## src/rtl/ic_bram_cpu_bus_bridge_pkg.sv

```systemverilog
// Shared types for the BRAM-client to CPU-bus bridge.
//   state_e : bridge sequencing states (2-bit encoding).
package ic_bram_cpu_bus_bridge_pkg;

  typedef enum logic [1:0] {
    StIdle = 2'd0,
    StReq  = 2'd1,
    StWait = 2'd2,
    StDone = 2'd3
  } state_e;

endpackage

```

## src/rtl/ic_bram_cpu_bus_bridge.sv

```systemverilog
// BRAM-style client port (cen/addr/wdata/wstrb, stall, rdata) driving a CPU req/gnt +
// recv/ack bus. Bus latency is hidden behind bram_stall; writes may optionally be posted.
// Ports:
//   g_clk, g_resetn          : clock, asynchronous active-low reset
//   bram_cen/addr/wdata/wstrb: client request (wstrb != 0 means write)
//   bram_stall               : client must hold request while high
//   bram_rdata, bram_error   : result of the last non-posted transaction
//   err_sticky, err_clr      : posted-write error flag and its clear
//   mem_*                    : CPU bus request/response channel
module ic_bram_cpu_bus_bridge
  import ic_bram_cpu_bus_bridge_pkg::*;
#(
  parameter bit POST_WRITES = 1'b0
) (
  input  logic        g_clk,
  input  logic        g_resetn,
  input  logic        bram_cen,
  input  logic [31:0] bram_addr,
  input  logic [31:0] bram_wdata,
  input  logic [3:0]  bram_wstrb,
  output logic        bram_stall,
  output logic [31:0] bram_rdata,
  output logic        bram_error,
  output logic        err_sticky,
  input  logic        err_clr,
  output logic        mem_req,
  input  logic        mem_gnt,
  output logic        mem_wen,
  output logic [3:0]  mem_strb,
  output logic [31:0] mem_wdata,
  output logic [31:0] mem_addr,
  input  logic        mem_recv,
  output logic        mem_ack,
  input  logic        mem_error,
  input  logic [31:0] mem_rdata
);

  state_e      state_q, state_d;
  logic        pend_wr_q, pend_wr_d;
  logic [31:0] addr_q, addr_d;
  logic [31:0] wdata_q, wdata_d;
  logic [3:0]  strb_q, strb_d;
  logic        wen_q, wen_d;
  logic [31:0] rdata_q, rdata_d;
  logic        berr_q, berr_d;
  logic        sticky_q, sticky_d;

  always_comb begin
    state_d   = state_q;
    pend_wr_d = pend_wr_q;
    addr_d    = addr_q;
    wdata_d   = wdata_q;
    strb_d    = strb_q;
    wen_d     = wen_q;
    rdata_d   = rdata_q;
    berr_d    = berr_q;
    sticky_d  = sticky_q;

    unique case (state_q)
      StIdle: begin
        // A new request waits here until any posted write response has drained.
        if (bram_cen && !pend_wr_q) begin
          addr_d  = bram_addr;
          wdata_d = bram_wdata;
          strb_d  = bram_wstrb;
          wen_d   = |bram_wstrb;
          state_d = StReq;
        end
      end
      StReq: begin
        if (mem_gnt) begin
          if (wen_q && POST_WRITES) begin
            pend_wr_d = 1'b1;
            state_d   = StDone;
          end else begin
            state_d = StWait;
          end
        end
      end
      StWait: begin
        if (mem_recv) begin
          if (!wen_q) begin
            rdata_d = mem_rdata;
          end
          berr_d  = mem_error;
          state_d = StDone;
        end
      end
      StDone: begin
        // Single release cycle; an aborted client (cen low) simply drops the result.
        state_d = StIdle;
      end
      default: state_d = StIdle;
    endcase

    // Posted-write response can arrive in any state; only REQ sets pend_wr and it
    // is never entered with pend_wr high, so set and clear cannot collide.
    if (err_clr) begin
      sticky_d = 1'b0;
    end
    if (pend_wr_q && mem_recv) begin
      pend_wr_d = 1'b0;
      if (mem_error) begin
        sticky_d = 1'b1;
      end
    end
  end

  always_ff @(posedge g_clk or negedge g_resetn) begin
    if (!g_resetn) begin
      state_q   <= StIdle;
      pend_wr_q <= 1'b0;
      addr_q    <= '0;
      wdata_q   <= '0;
      strb_q    <= '0;
      wen_q     <= 1'b0;
      rdata_q   <= '0;
      berr_q    <= 1'b0;
      sticky_q  <= 1'b0;
    end else begin
      state_q   <= state_d;
      pend_wr_q <= pend_wr_d;
      addr_q    <= addr_d;
      wdata_q   <= wdata_d;
      strb_q    <= strb_d;
      wen_q     <= wen_d;
      rdata_q   <= rdata_d;
      berr_q    <= berr_d;
      sticky_q  <= sticky_d;
    end
  end

  // Stall is gated by cen so an idle client sees stall low.
  assign bram_stall = bram_cen && (state_q != StDone);
  assign bram_rdata = rdata_q;
  assign bram_error = berr_q;
  assign err_sticky = sticky_q;
  assign mem_req    = (state_q == StReq);
  assign mem_wen    = wen_q;
  assign mem_strb   = strb_q;
  assign mem_wdata  = wdata_q;
  assign mem_addr   = addr_q;
  assign mem_ack    = (state_q == StWait) || pend_wr_q;

endmodule

```

## config.mk

```make
export PLATFORM = sky130hd
export DESIGN_NAME = ic_bram_cpu_bus_bridge
export DESIGN_NICKNAME = d
export VERILOG_FILES = /design/src/rtl/ic_bram_cpu_bus_bridge_pkg.sv /design/src/rtl/ic_bram_cpu_bus_bridge.sv
export SDC_FILE = /design/constraint.sdc
export NUM_CORES = 1
export LEC_CHECK = 0
export ABC_CLOCK_PERIOD_IN_PS = 1850
export BUFFER_PORTS_ARGS = -buffer_cell sky130_fd_sc_hd__buf_2
export CORE_MARGIN = 10
export CORE_UTILIZATION = 45
export CTS_CLUSTER_DIAMETER = 80
export CTS_CLUSTER_SIZE = 28
export DETAILED_ROUTE_END_ITERATION = 8
export MAX_ROUTING_LAYER = met4
export PLACE_DENSITY = 0.85
export SLEW_MARGIN = 40
export SYNTH_ARGS = -nofsm -noshare
export SYNTH_HDL_FRONTEND = slang
export SYNTH_SLANG_ARGS = --single-unit
export TNS_END_PERCENT = 1
```

## constraint.sdc

```tcl
create_clock -name g_clk -period 1.85 [get_ports g_clk]
set_clock_uncertainty 0.05 [all_clocks]
set_input_delay 0.185 -clock g_clk [delete_from_list [all_inputs] [get_ports g_clk]]
set_output_delay 0.185 -clock g_clk [all_outputs]
set_load 0.005 [all_outputs]
```

Word-level counts from Yosys, hierarchy flattened
Index checks and enable logic that the tools add are counted.
{"block": "totals", "inputBits": 107, "reg_bits": 104}
{"block": "op_classes", "bitwise_logic": 1, "eq_ne": 7, "mux": 4, "reduce_logical": 7}
{"cell": "2-bit case mux with 4 select lines", "count": 1}
{"cell": "2-bit two-way mux", "count": 3}
{"cell": "2-bit != test, second input constant", "count": 3}
{"cell": "3-bit AND reduction", "count": 2}
{"cell": "2-bit equality test, second input constant", "count": 2}
{"cell": "2-bit AND reduction", "count": 2}
{"cell": "4-bit OR reduction", "count": 1}
{"cell": "2-bit by 1-bit equality test with 1-bit output, second input constant", "count": 1}
{"cell": "2-bit logical NOT", "count": 1}
{"cell": "2-bit by 1-bit != test with 1-bit output, second input constant", "count": 1}
{"cell": "1-bit logical AND", "count": 1}
{"cell": "1-bit inverter", "count": 1}

Logic depth before layout (Yosys ltp)
{"block": "logic_depth", "depth_word": 3, "mapped_depth": 7}

Worst setup path after synthesis
No wires, ideal clock.
{"block": "synth_timing", "kind": "register to register", "start": "register state_q[0]", "end": "register rdata_q[10] (netlist: bram_rdata[10])", "required_ns": 1.675, "n_path_buf": 2, "stages_incl_launch_ff": 8, "setup_ns": 0.125, "slack_ns": 0.126, "arrival_time_ns": 1.549, "cell_sequence": "dfrtp_1 -> inv_1 -> ha_1 -> nand2_1 -> or2_1 -> buf_6 -> buf_12 -> mux2_4"}
{"block": "synth_between", "elab_chain_len": 2}
{"item": "start, declared", "line": "ic_bram_cpu_bus_bridge.sv:38", "text": "state_e state_q, state_d;"}
{"item": "start signal, assigned", "line": "ic_bram_cpu_bus_bridge.sv:111", "text": "state_q <= StIdle;"}
{"item": "start signal, assigned", "line": "ic_bram_cpu_bus_bridge.sv:121", "text": "state_q <= state_d;"}
{"item": "2-bit equality test"}
{"item": "named net mem_ack", "line": "ic_bram_cpu_bus_bridge.sv:33", "text": "output logic mem_ack,"}
{"item": "3-bit AND reduction (no source line)"}
{"item": "end signal, assigned", "line": "ic_bram_cpu_bus_bridge.sv:127", "text": "rdata_q <= rdata_d;"}
{"item": "end, declared", "line": "ic_bram_cpu_bus_bridge.sv:44", "text": "logic [31:0] rdata_q, rdata_d;"}
The timed path passes the listed nets, and every way through them passes these cells.
A chain may end at the register's enable or synchronous reset.

Final worst setup path
{"block": "layout_timing", "start": "register state_q[0]", "end": "register rdata_q[16] (netlist: bram_rdata[16])"}
{"block": "layout_between", "elab_chain_len": 2}
{"item": "2-bit equality test", "line": "ic_bram_cpu_bus_bridge.sv:59", "text": "unique case (state_q)"}
{"item": "3-bit AND reduction (no source line)"}
Every way passes these cells.

==> results.py <==
metrics = {
    "clocking": {
        "cts_buffers": 9,
        "htree_levels": 3,
        "cts_max_path_buffers": 2,
        "cts_setup_buffers": 0,
        "cts_root_buffer": "clkbuf_8",
        "cts_tree": "built",
        "insertion_delay_ns": 0.35,
        "path_clk_slew_ns": 0.10,
        "cts.sinks": 104,
    },
    "setup_path": {
        "critPathMaxStageDelay_ns": 0.39,
        "crit_required_ns": 2.04,
        "cp_max_fo": 16,
        "r2r-start": "state_q[0]",
        "crit_arrival_ns": 1.95,
        "path_class": "reg2reg",
        "worst_setup_path_start_kind": "flip-flop",
        "critPathLaunch": "state_q[0]",
        "crit_chain": "inv_1 > ha_2 > nand2_1 > or2_4 > clkbuf_16 > mux2_4",
        "slowest_stage": "dfrtp_1",
        "critPathTopFamily": "flip-flops",
        "endpoint_kind": "flip-flop",
        "critPathBufInv": 2,
    },
    "grt": {
        "antenna_found_initial": 0,
        "track_usage_pct": 17.9,
        "first_global_vias": 3589,
        "grt_pass1_wl_mm": 18.2,
        "overflow": 0,
        "grt_max_degree": 48,
    },
    "run_status": {
        "status": "completed",
    },
    "layout": {
        "multi_input_area_sq_um": 1400,
        "drive_above_1_share_pct": 63.8,
        "final_area_sq_um": 6250,
        "fillers": 597,
        "diodes": 0,
        "area_growth_syn_to_layout_pct": 51.6,
        "layout_commonest_cell": "buf_2",
        "nNetsFinal": 637,
        "mostFrequentLayoutCells": "buf_2 (209), dfrtp_1 (104), mux2_2 (72)",
        "seqCellArea_sq_um": 2600,
    },
    "synthesis": {
        "yosys.area_share.simple_pct": 0.758,
        "synth_area_sq_um": 4130,
        "synth-xor-area-share_pct": 0,
        "syn_inst": 240,
        "synth_warnings": 0,
        "yosysSeqAreaShare_pct": 63.1,
        "synth_compound_area_share_pct": 0.758,
        "synth_largest_area_cell": "dfrtp_1",
        "avgSynthCellArea_sq_um": 17.2,
        "synthAdderAreaFrac_pct": 1.52,
        "synth.area.top_cells": "dfrtp_1 (63%), mux2_2 (20%), mux2_4 (11%)",
        "synth_top_area_share_pct": 63.1,
        "synth_top_family_by_area": "multiplexers",
        "synth_mux_area_share_pct": 30.6,
        "ys_ff_latch": 104,
        "synth_cell_types": 18,
        "synth_nets": 352,
    },
    "floorplan": {
        "die-area_sq_um": 13400,
        "design.core.area_sq_um": 8810,
        "io_pins": 213,
        "initial_core_util_pct": 46.8,
        "die_h_um": 116,
        "rows": 34,
        "fp.dieW_um": 116,
    },
    "routing": {
        "first_iter_violations": 104,
        "via_per_inst": 4.80,
        "routedWlPerCell_um": 19.5,
        "drc": 0,
        "vias": 3065,
        "ant_nets": 0,
        "first_pass_iters": 4,
        "postRouteWirelength_mm": 12.4,
    },
    "placed_design": {
        "dpl.hpwl_mm": 8.60,
        "placed_area_sq_um": 5300,
        "routabilityCongestion": 0.741,
        "io_buffers": 210,
    },
    "sta": {
        "clock.fmax_mhz": 569,
        "setup_viol": 0,
        "fin_setup_tns_ns": 0,
        "hold_slack_ns": 0.0136,
        "min_period_ns": 1.76,
        "rsz0062_at_grt": "false",
        "hold_violations": 0,
        "slew_viol_final": 0,
        "post-route-period-util_pct": 95.0,
    },
    "power": {
        "p_leak_uw": 0.00323,
        "ir_drop_mv": 0.911,
        "cellPowerDensity_nw_per_um2": 1540,
    },
    "flow_run": {
        "drv_cap": 0,
    },
    "min_path": {
        "hold_start": "bram_addr[2]",
        "hold_path.class": "in2reg",
    },
}
-- state kept, by name, indices dropped and copies added (netlist names) --
signal / count
mem_strb: 4
mem_wdata: 32
bram_rdata: 32
mem_addr: 32
bram_error: 1
mem_wen: 1
state_q: 2
-- report_power, final --
| group | switching [uW] | internal [uW] |
|---|---|---|
| Sequential | 613 | 3440 |
| Clock | 789 | 819 |
| Combinational | 1550 | 2410 |
| Total | 2960 | 6670 |
-- routing by layer --
metal / GRT usage, % / part of all wire [%] / vias up
li1: - / - / 1405
met1: 18.2 / 37 / 1504
met2: 32.4 / 54 / 135
met3: 5.37 / 7.1 / 21
met4: 5.59 / 2.1 / 0
met5: - / 0 / -
-- layout make-up --
class | instances | share of cell area, %
Clock buffer | 10 | 2.20
Inverter | 5 | 0.300
Tap cell | 108 | 2.16
Timing Repair Buffer | 286 | 29.8
Clock inverter | 6 | 1.54
Sequential cell | 104 | 41.6
Multi-Input combinational cell | 119 | 22.4
-- synthesized netlist by cell type --
| master | number |
|---|---|
| dfrtp_1 | 104 |
| mux2_4 | 30 |
| mux2_2 | 72 |
| nor4_1 | 1 |
| inv_1 | 5 |
| a22oi_1 | 1 |
| buf_12 | 3 |
| buf_2 | 7 |
| or2_1 | 1 |
| ha_1 | 5 |
| conb_1 | 1 |
| a2bb2oi_1 | 1 |
| buf_6 | 1 |
| buf_4 | 1 |
| nand2_1 | 3 |
| a222oi_1 | 1 |
| nor2_1 | 2 |
| o21ai_0 | 1 |
-- path summary, 6_finish.rpt --
path | endpoint | slack (ns) | cells past startpoint
min reg2reg | mem_addr[20] | 0.46 | 1
min | mem_addr[2] | 0.01 | 2
max in group asynchronous | mem_wen | 0.78 | 3
max reg2reg | bram_rdata[16] | 0.09 | 6
min in group asynchronous | bram_rdata[2] | 0.24 | 2
max | bram_rdata[16] | 0.09 | 6
-- worst reg2reg max path, stage by stage, from the launching register on --
cell and delay [ns]:
dfrtp_1 0.39, inv_1 0.12, ha_2 0.22, nand2_1 0.09, or2_4 0.27, clkbuf_16 0.21
mux2_4 0.32
-- cells by family after synthesis --
| family | count (synthesis) |
|---|---|
| flops | 104 |
| buf+inv | 17 |
| compound gates | 4 |
| other cells | 1 |
| simple gates | 7 |
| fa+ha+maj | 5 |
| mux | 102 |
-- stage by stage --
stage               setup slack (ns)  power (uW)  cells  utilization (%)
floorplan                      0.126        6060    240                -
global placement               0.124        7680    552             60.2
finish                        0.0927        9630    638             71.0
CTS                           0.0266        9650    625             69.3
global route                  0.0236       10200    638             71.0
detailed placement            0.0360        7920    552             60.2
-- repair_timing --
item | CTS | global route
resized for setup | 0 | 2
setup endpoints to repair | 0 | 32
endpoints found under the hold margin | 83 | 12
hold buffers | 57 | 12
No activity file was read; power rests on OpenSTA's default activity.
